`config.mk`:
```
export PLATFORM = sky130hd
export DESIGN_NAME = ifu_axi_fetch_flat
export DESIGN_NICKNAME = d
export VERILOG_FILES = /design/src/rtl/ifu_axi_fetch_if.sv /design/src/rtl/ifu_axi_fetch.sv /design/src/flat_wrapper.sv
export SDC_FILE = /design/constraint.sdc
export NUM_CORES = 1
export LEC_CHECK = 0
export BUFFER_PORTS_ARGS = -buffer_cell sky130_fd_sc_hd__buf_4
export CAP_MARGIN = 5
export CORE_ASPECT_RATIO = 2
export CORE_UTILIZATION = 43
export DETAILED_ROUTE_END_ITERATION = 10
export PLACE_DENSITY = 0.8
export SLEW_MARGIN = 25
export SYNTH_ARGS = -nofsm -noshare
export SYNTH_HDL_FRONTEND = slang
export SYNTH_SLANG_ARGS = --single-unit
export TNS_END_PERCENT = 1
```
`constraint.sdc`:
```
create_clock -name clk_i -period 2.1 [get_ports clk_i]
set_clock_uncertainty 0.1 [all_clocks]
set_input_delay 0.42 -clock clk_i [delete_from_list [all_inputs] [get_ports clk_i]]
set_output_delay 0.42 -clock clk_i [all_outputs]
set_load 0.01 [all_outputs]
```
`src/rtl/ifu_axi_fetch_if.sv`:
```
// Signal bundle between the fetch front end, the PC unit, the decoder and the AXI read channels.
// The master modport is the fetch unit's view; slave is the view of everything around it.
interface ifu_axi_fetch_if #(
    parameter int ADDR_W = 32,
    parameter int DATA_W = 32
);
    logic              pc_valid_i;
    logic              pc_ready_o;
    logic [ADDR_W-1:0] pc_i;
    logic              inst_valid_o;
    logic              inst_ready_i;
    logic [DATA_W-1:0] inst_o;
    logic [ADDR_W-1:0] inst_pc_o;
    logic              fetch_err_o;
    logic              arvalid_o;
    logic              arready_i;
    logic [ADDR_W-1:0] araddr_o;
    logic [3:0]        arid_o;
    logic [7:0]        arlen_o;
    logic [2:0]        arsize_o;
    logic [1:0]        arburst_o;
    logic              rvalid_i;
    logic              rready_o;
    logic [DATA_W-1:0] rdata_i;
    logic [1:0]        rresp_i;
    logic              rlast_i;
    logic [3:0]        rid_i;

    modport master (
        input  pc_valid_i, pc_i, inst_ready_i, arready_i,
               rvalid_i, rdata_i, rresp_i, rlast_i, rid_i,
        output pc_ready_o, inst_valid_o, inst_o, inst_pc_o, fetch_err_o,
               arvalid_o, araddr_o, arid_o, arlen_o, arsize_o, arburst_o, rready_o
    );

    modport slave (
        output pc_valid_i, pc_i, inst_ready_i, arready_i,
               rvalid_i, rdata_i, rresp_i, rlast_i, rid_i,
        input  pc_ready_o, inst_valid_o, inst_o, inst_pc_o, fetch_err_o,
               arvalid_o, araddr_o, arid_o, arlen_o, arsize_o, arburst_o, rready_o
    );
endinterface

```
`src/rtl/ifu_axi_fetch.sv`:
```
// Instruction-fetch front end: takes one PC, issues a single-beat AXI4 read and hands
// the returned word to the decoder. Only one fetch is ever in flight.
module ifu_axi_fetch #(
    parameter int          ADDR_W = 32,
    parameter int          DATA_W = 32,
    parameter logic [3:0]  AXI_ID = 4'h0
) (
    input  logic                clk_i,
    input  logic                rst_i,
    ifu_axi_fetch_if.master     bus,
    output logic [1:0]          dbg_state_o
);
    typedef enum logic [1:0] {
        IDLE = 2'd0,
        AR   = 2'd1,
        R    = 2'd2,
        OUT  = 2'd3
    } state_t;

    state_t state;

    assign dbg_state_o   = state;
    assign bus.arid_o    = AXI_ID;
    assign bus.arlen_o   = 8'd0;
    assign bus.arsize_o  = 3'b010;
    assign bus.arburst_o = 2'b01;

    // Every channel transfers on a rising edge where valid and ready are both high;
    // a valid, once raised, holds itself and its payload until that edge.
    // All outputs are registers updated together with the state, so no input
    // ever reaches an output combinationally.
    always_ff @(posedge clk_i or negedge rst_i) begin
        if (!rst_i) begin
            state            <= IDLE;
            bus.pc_ready_o   <= 1'b1;
            bus.arvalid_o    <= 1'b0;
            bus.rready_o     <= 1'b0;
            bus.inst_valid_o <= 1'b0;
            bus.araddr_o     <= {ADDR_W{1'b0}};
            bus.inst_pc_o    <= {ADDR_W{1'b0}};
            bus.inst_o       <= {DATA_W{1'b0}};
            bus.fetch_err_o  <= 1'b0;
        end else begin
            case (state)
                IDLE: begin
                    if (bus.pc_valid_i) begin
                        bus.araddr_o   <= bus.pc_i;
                        bus.inst_pc_o  <= bus.pc_i;
                        bus.pc_ready_o <= 1'b0;
                        if (bus.pc_i[1:0] == 2'b00) begin
                            bus.arvalid_o <= 1'b1;
                            state         <= AR;
                        end else begin
                            // Misaligned PC faults locally and never touches the bus.
                            bus.inst_o       <= {DATA_W{1'b0}};
                            bus.fetch_err_o  <= 1'b1;
                            bus.inst_valid_o <= 1'b1;
                            state            <= OUT;
                        end
                    end
                end
                AR: begin
                    if (bus.arready_i) begin
                        bus.arvalid_o <= 1'b0;
                        bus.rready_o  <= 1'b1;
                        state         <= R;
                    end
                end
                R: begin
                    if (bus.rvalid_i) begin
                        bus.inst_o       <= bus.rdata_i;
                        bus.fetch_err_o  <= (bus.rresp_i != 2'b00) | (bus.rid_i != AXI_ID) | !bus.rlast_i;
                        bus.rready_o     <= 1'b0;
                        bus.inst_valid_o <= 1'b1;
                        state            <= OUT;
                    end
                end
                OUT: begin
                    if (bus.inst_ready_i) begin
                        bus.inst_valid_o <= 1'b0;
                        bus.pc_ready_o   <= 1'b1;
                        state            <= IDLE;
                    end
                end
                default: state <= IDLE;
            endcase
        end
    end
endmodule

```
`src/flat_wrapper.sv`:
```
// flat-port wrapper written by rule: the top's interface ports become plain ports
module ifu_axi_fetch_flat 
#(
    parameter int          ADDR_W = 32,
    parameter int          DATA_W = 32,
    parameter logic [3:0]  AXI_ID = 4'h0
)
  (clk_i, rst_i, dbg_state_o, bus_pc_valid_i, bus_pc_i, bus_inst_ready_i, bus_arready_i, bus_rvalid_i, bus_rdata_i, bus_rresp_i, bus_rlast_i, bus_rid_i, bus_pc_ready_o, bus_inst_valid_o, bus_inst_o, bus_inst_pc_o, bus_fetch_err_o, bus_arvalid_o, bus_araddr_o, bus_arid_o, bus_arlen_o, bus_arsize_o, bus_arburst_o, bus_rready_o);
  ifu_axi_fetch_if #(.ADDR_W(ADDR_W), .DATA_W(DATA_W)) bus_i ();
  input  logic clk_i;
  input  logic rst_i;
  output logic [1:0] dbg_state_o;
  input wire logic [$bits(bus_i.pc_valid_i)-1:0] bus_pc_valid_i;
  input wire logic [$bits(bus_i.pc_i)-1:0] bus_pc_i;
  input wire logic [$bits(bus_i.inst_ready_i)-1:0] bus_inst_ready_i;
  input wire logic [$bits(bus_i.arready_i)-1:0] bus_arready_i;
  input wire logic [$bits(bus_i.rvalid_i)-1:0] bus_rvalid_i;
  input wire logic [$bits(bus_i.rdata_i)-1:0] bus_rdata_i;
  input wire logic [$bits(bus_i.rresp_i)-1:0] bus_rresp_i;
  input wire logic [$bits(bus_i.rlast_i)-1:0] bus_rlast_i;
  input wire logic [$bits(bus_i.rid_i)-1:0] bus_rid_i;
  output wire logic [$bits(bus_i.pc_ready_o)-1:0] bus_pc_ready_o;
  output wire logic [$bits(bus_i.inst_valid_o)-1:0] bus_inst_valid_o;
  output wire logic [$bits(bus_i.inst_o)-1:0] bus_inst_o;
  output wire logic [$bits(bus_i.inst_pc_o)-1:0] bus_inst_pc_o;
  output wire logic [$bits(bus_i.fetch_err_o)-1:0] bus_fetch_err_o;
  output wire logic [$bits(bus_i.arvalid_o)-1:0] bus_arvalid_o;
  output wire logic [$bits(bus_i.araddr_o)-1:0] bus_araddr_o;
  output wire logic [$bits(bus_i.arid_o)-1:0] bus_arid_o;
  output wire logic [$bits(bus_i.arlen_o)-1:0] bus_arlen_o;
  output wire logic [$bits(bus_i.arsize_o)-1:0] bus_arsize_o;
  output wire logic [$bits(bus_i.arburst_o)-1:0] bus_arburst_o;
  output wire logic [$bits(bus_i.rready_o)-1:0] bus_rready_o;
  assign bus_i.pc_valid_i = bus_pc_valid_i;
  assign bus_i.pc_i = bus_pc_i;
  assign bus_i.inst_ready_i = bus_inst_ready_i;
  assign bus_i.arready_i = bus_arready_i;
  assign bus_i.rvalid_i = bus_rvalid_i;
  assign bus_i.rdata_i = bus_rdata_i;
  assign bus_i.rresp_i = bus_rresp_i;
  assign bus_i.rlast_i = bus_rlast_i;
  assign bus_i.rid_i = bus_rid_i;
  assign bus_pc_ready_o = bus_i.pc_ready_o;
  assign bus_inst_valid_o = bus_i.inst_valid_o;
  assign bus_inst_o = bus_i.inst_o;
  assign bus_inst_pc_o = bus_i.inst_pc_o;
  assign bus_fetch_err_o = bus_i.fetch_err_o;
  assign bus_arvalid_o = bus_i.arvalid_o;
  assign bus_araddr_o = bus_i.araddr_o;
  assign bus_arid_o = bus_i.arid_o;
  assign bus_arlen_o = bus_i.arlen_o;
  assign bus_arsize_o = bus_i.arsize_o;
  assign bus_arburst_o = bus_i.arburst_o;
  assign bus_rready_o = bus_i.rready_o;
  ifu_axi_fetch #(.ADDR_W(ADDR_W), .DATA_W(DATA_W), .AXI_ID(AXI_ID)) u_core (.clk_i(clk_i), .rst_i(rst_i), .bus(bus_i), .dbg_state_o(dbg_state_o));
endmodule
```
==> metrics.md <==
| Metric | Value |
|---|---|
| Status | finished clean |
| Hold WS | 0.210 ns |
| Comb pwr share | 0.458 |
| Initial antenna violation count | 0 |
| Number of vias per cell | roughly 4.8 |
| Slew Limit Fails | 0 |
| CP arrival | between 2 and 2.5 ns |
| Routed via count | approximately 2300 |
| GP Congestion | approximately 0.81 |
| Grt total ovfl | 0 |
| YS warnings | 0 |
| Setup TNS | 0 ns |
| Nets | 474 |
| Layout cell share with drive strength beyond 1 | 0.593 |
| Vias in the first global route | 2356 |
| Worst reg2reg path endpoint | u_core.bus.inst_valid_o |
| Worst-Skew Late Latency | roughly 0.32 ns |
| CTS tree | yes |
| Crit start category | flip-flop |
| Hold EP | u_core.bus.inst_o[4] |
| Clock slew at reported path FFs | around 0.050 ns |
| Routed len/inst | between 15 and 20 microns |
| Hold Crit Start | bus_rdata_i[4] |
| Core Area | approximately 0.0072 sq mm |
| Fillers | 609 |
| HP Class | input pin to flip-flop |
| R2r startpoint | u_core.dbg_state_o[0] |
| CTS Root Cell | clkbuf_16 |
| Internal power | roughly 5 mW |
| Largest area contributor in the netlist | dfrtp_1 |
| RSZ-0062 raised after global routing | no |
| Critical Path RT | around 2.2 ns |
| Post-synth ARST share | 1.00 |
| CTS resizes | 0 |
| Largest net degree at the start of global routing | 43 |
| Kind of critical path | flip-flop to flip-flop |
| Global-route wire length before repair | 11600 microns |
| H-tree depth | 3 |
| Placement Rows | 44 |
| CTS sink count | 71 |
| Static Leak | between 2 and 2.5 nW |
| Fin crit share | 0.907 |
| Max Freq | approximately 0.52 GHz |
| Top cell type's share of synthesized area | 0.548 |
| Hold_buf cts | 1 |
| Synthesized instance count | 240 |
| Commonest non-fill, non-tap cells in the layout | buf_4 (181), dfrtp_1 (70), mux2_2 (32), a22o_1 (29), conb_1 (17) |
| CTS Buf Count | 9 |
| Clock power frac | 0.217 |
| Drt total wl | just under 8000 microns |
| Seq pwr share | 0.325 |
| Residual DRC | 0 |
| Worst-path fanout max | 8 |
| 1st-pass router iterations | 4 |
| Register bit total from synthesis | 71 |
| CP endpoint kind | flip-flop |
| Die area | approximately 0.008 sq mm |
| Sw Ratio | 0.329 |
| Port Buffer Count | roughly 180 |
| R2R cell count | 6 |
| Total GRT Usage | 0.201 |
| Detail Placement HPWL | 6150 microns |
| Ports | 197 |
| Final hold viol count | 0 |
| CTS max path bufs | 2 |
| Commonest non-fill, non-tap cell in the layout | buf_4 |
| Reg2reg setup slack | around 0.20 ns |
| Pwr Density | between 1500 and 2000 mW/mm^2 |
| Sw Pwr | approximately 2.5 mW |
| N_diodes | 0 |
| Post-synthesis average cell area | 13.3 sq um |
| DR iter-0 viols | 62 |
| Non-Filler Instances | approximately 500 |
| Finish-stage setup viols | 0 |
| Area growth, synth to finish | 45.8% |
| Die Ht | ~120 microns |
| Minimum clock period | 1.90 ns |
| Synth cell types | 26 |
| Initial Utilization | 0.443 |
| EDFF count, synth | 0 |
| Worst vdd ir | slightly above 0.9 mV |
| Most used DFF post-synth | dfrtp_1 |
| WHS Path Cells | 2 |
| Max cap viols | 0 |
| Routed Antenna Nets | 0 |
| Mapped Area | about 0.0032 sq mm |
| Die width | ~63 microns |
| Part of the Yosys area used for sequential elements | 0.556 |
| Post-CTS Setup Inserts | 0 |
| Top cells by area, synth | dfrtp_1 (55%), buf_4 (12%), mux2_2 (11%) |
| Cells after DPL | between 400 and 500 |
[per-stage QoR]
step | total power [mW] | setup slack, ns | util | area (sq um)
2_1_floorplan | 4.55 | 0.290 | - | 3250
3_3_place_gp | 5.78 | 0.306 | 0.600 | 4320
3_5_place_dp | 5.92 | 0.201 | 0.600 | 4320
4_1_cts | 7.59 | 0.193 | 0.646 | 4660
5_1_grt | 7.88 | 0.0819 | 0.646 | 4660
6_report | 7.49 | 0.195 | 0.646 | 4660
[final cells by class]
class / count / area [sq um] / area share
Clock buffer: 13 / 260 / 0.0559
Clock inverter: 3 / 65.1 / 0.0140
Timing Repair Buffer: 185 / 1430 / 0.307
Multi-Input combinational cell: 120 / 997 / 0.214
Tap cell: 92 / 115 / 0.0247
Sequential cell: 71 / 1780 / 0.382
Inverter: 4 / 15.0 / 0.00322
[logic make-up (layout without fill, tap and decap cells)]
family / after synthesis / count (layout) / synth area share
compound gates: 47 / 47 / 0.116
fa+ha+maj: 6 / 6 / 0.0235
buf+inv: 64 / 205 / 0.151
flops: 71 / 71 / 0.556
mux: 36 / 36 / 0.126
other cells: 2 / 17 / 0.00235
simple gates: 14 / 14 / 0.0254
[synthesized netlist by cell type, types with 3 or more instances]
cell type	instances
a21oi_1	5
inv_1	4
a22o_2	3
nor2_1	4
buf_4	52
mux2_2	32
a22o_1	29
nand2_1	4
a31oi_1	3
buf_2	4
ha_1	6
buf_8	3
dfrtp_1	70
[flip-flops by register name (all words and copies together) (netlist names)]
name / count
u_core.bus.rready_o: 1
u_core.bus.inst_o: 32
u_core.bus.arvalid_o: 1
u_core.bus.inst_valid_o: 1
u_core.bus.inst_pc_o: 32
u_core.bus.fetch_err_o: 1
u_core.dbg_state_o: 2
u_core.bus.pc_ready_o: 1
[critical path: stages, from the launching register on]
cell and delay [ns]:
dfrtp_1 0.43, inv_1 0.15, ha_1 0.35, nand2b_1 0.12, o21ai_1 0.11, and4bb_1 0.24
mux2_1 0.30
[routing by layer]
layer,vias to the layer above,part of all wire,global-route usage
li1,1079,-,-
met1,1136,0.33,0.190
met4,0,0.028,0.110
met2,100,0.59,0.382
met5,-,0,0
met3,15,0.053,0.0540
[power groups by stage]
stage | clock network (mW) | logic (mW) | registers, mW
6_report | 1.62 | 3.43 | 2.43
2_1_floorplan | 0 | 1.92 | 2.64
5_1_grt | 1.72 | 3.65 | 2.51
4_1_cts | 1.68 | 3.47 | 2.44
3_3_place_gp | 0 | 3.36 | 2.42
3_5_place_dp | 0 | 3.46 | 2.46
[worst max-delay path by stage]
stage / startpoint / end / slack [ns] / cells after the start
floorplan: u_core.dbg_state_o[0] / u_core.bus.inst_pc_o[10] / 0.29 / 6
global placement: u_core.dbg_state_o[0] / u_core.dbg_state_o[1] / 0.31 / 6
detailed placement: u_core.dbg_state_o[0] / u_core.bus.inst_valid_o / 0.20 / 6
CTS: u_core.dbg_state_o[0] / u_core.bus.inst_valid_o / 0.19 / 6
global route: u_core.dbg_state_o[0] / u_core.bus.inst_valid_o / 0.08 / 6
finish: u_core.dbg_state_o[0] / u_core.bus.inst_valid_o / 0.20 / 6
No activity file was read; power rests on OpenSTA's default activity.
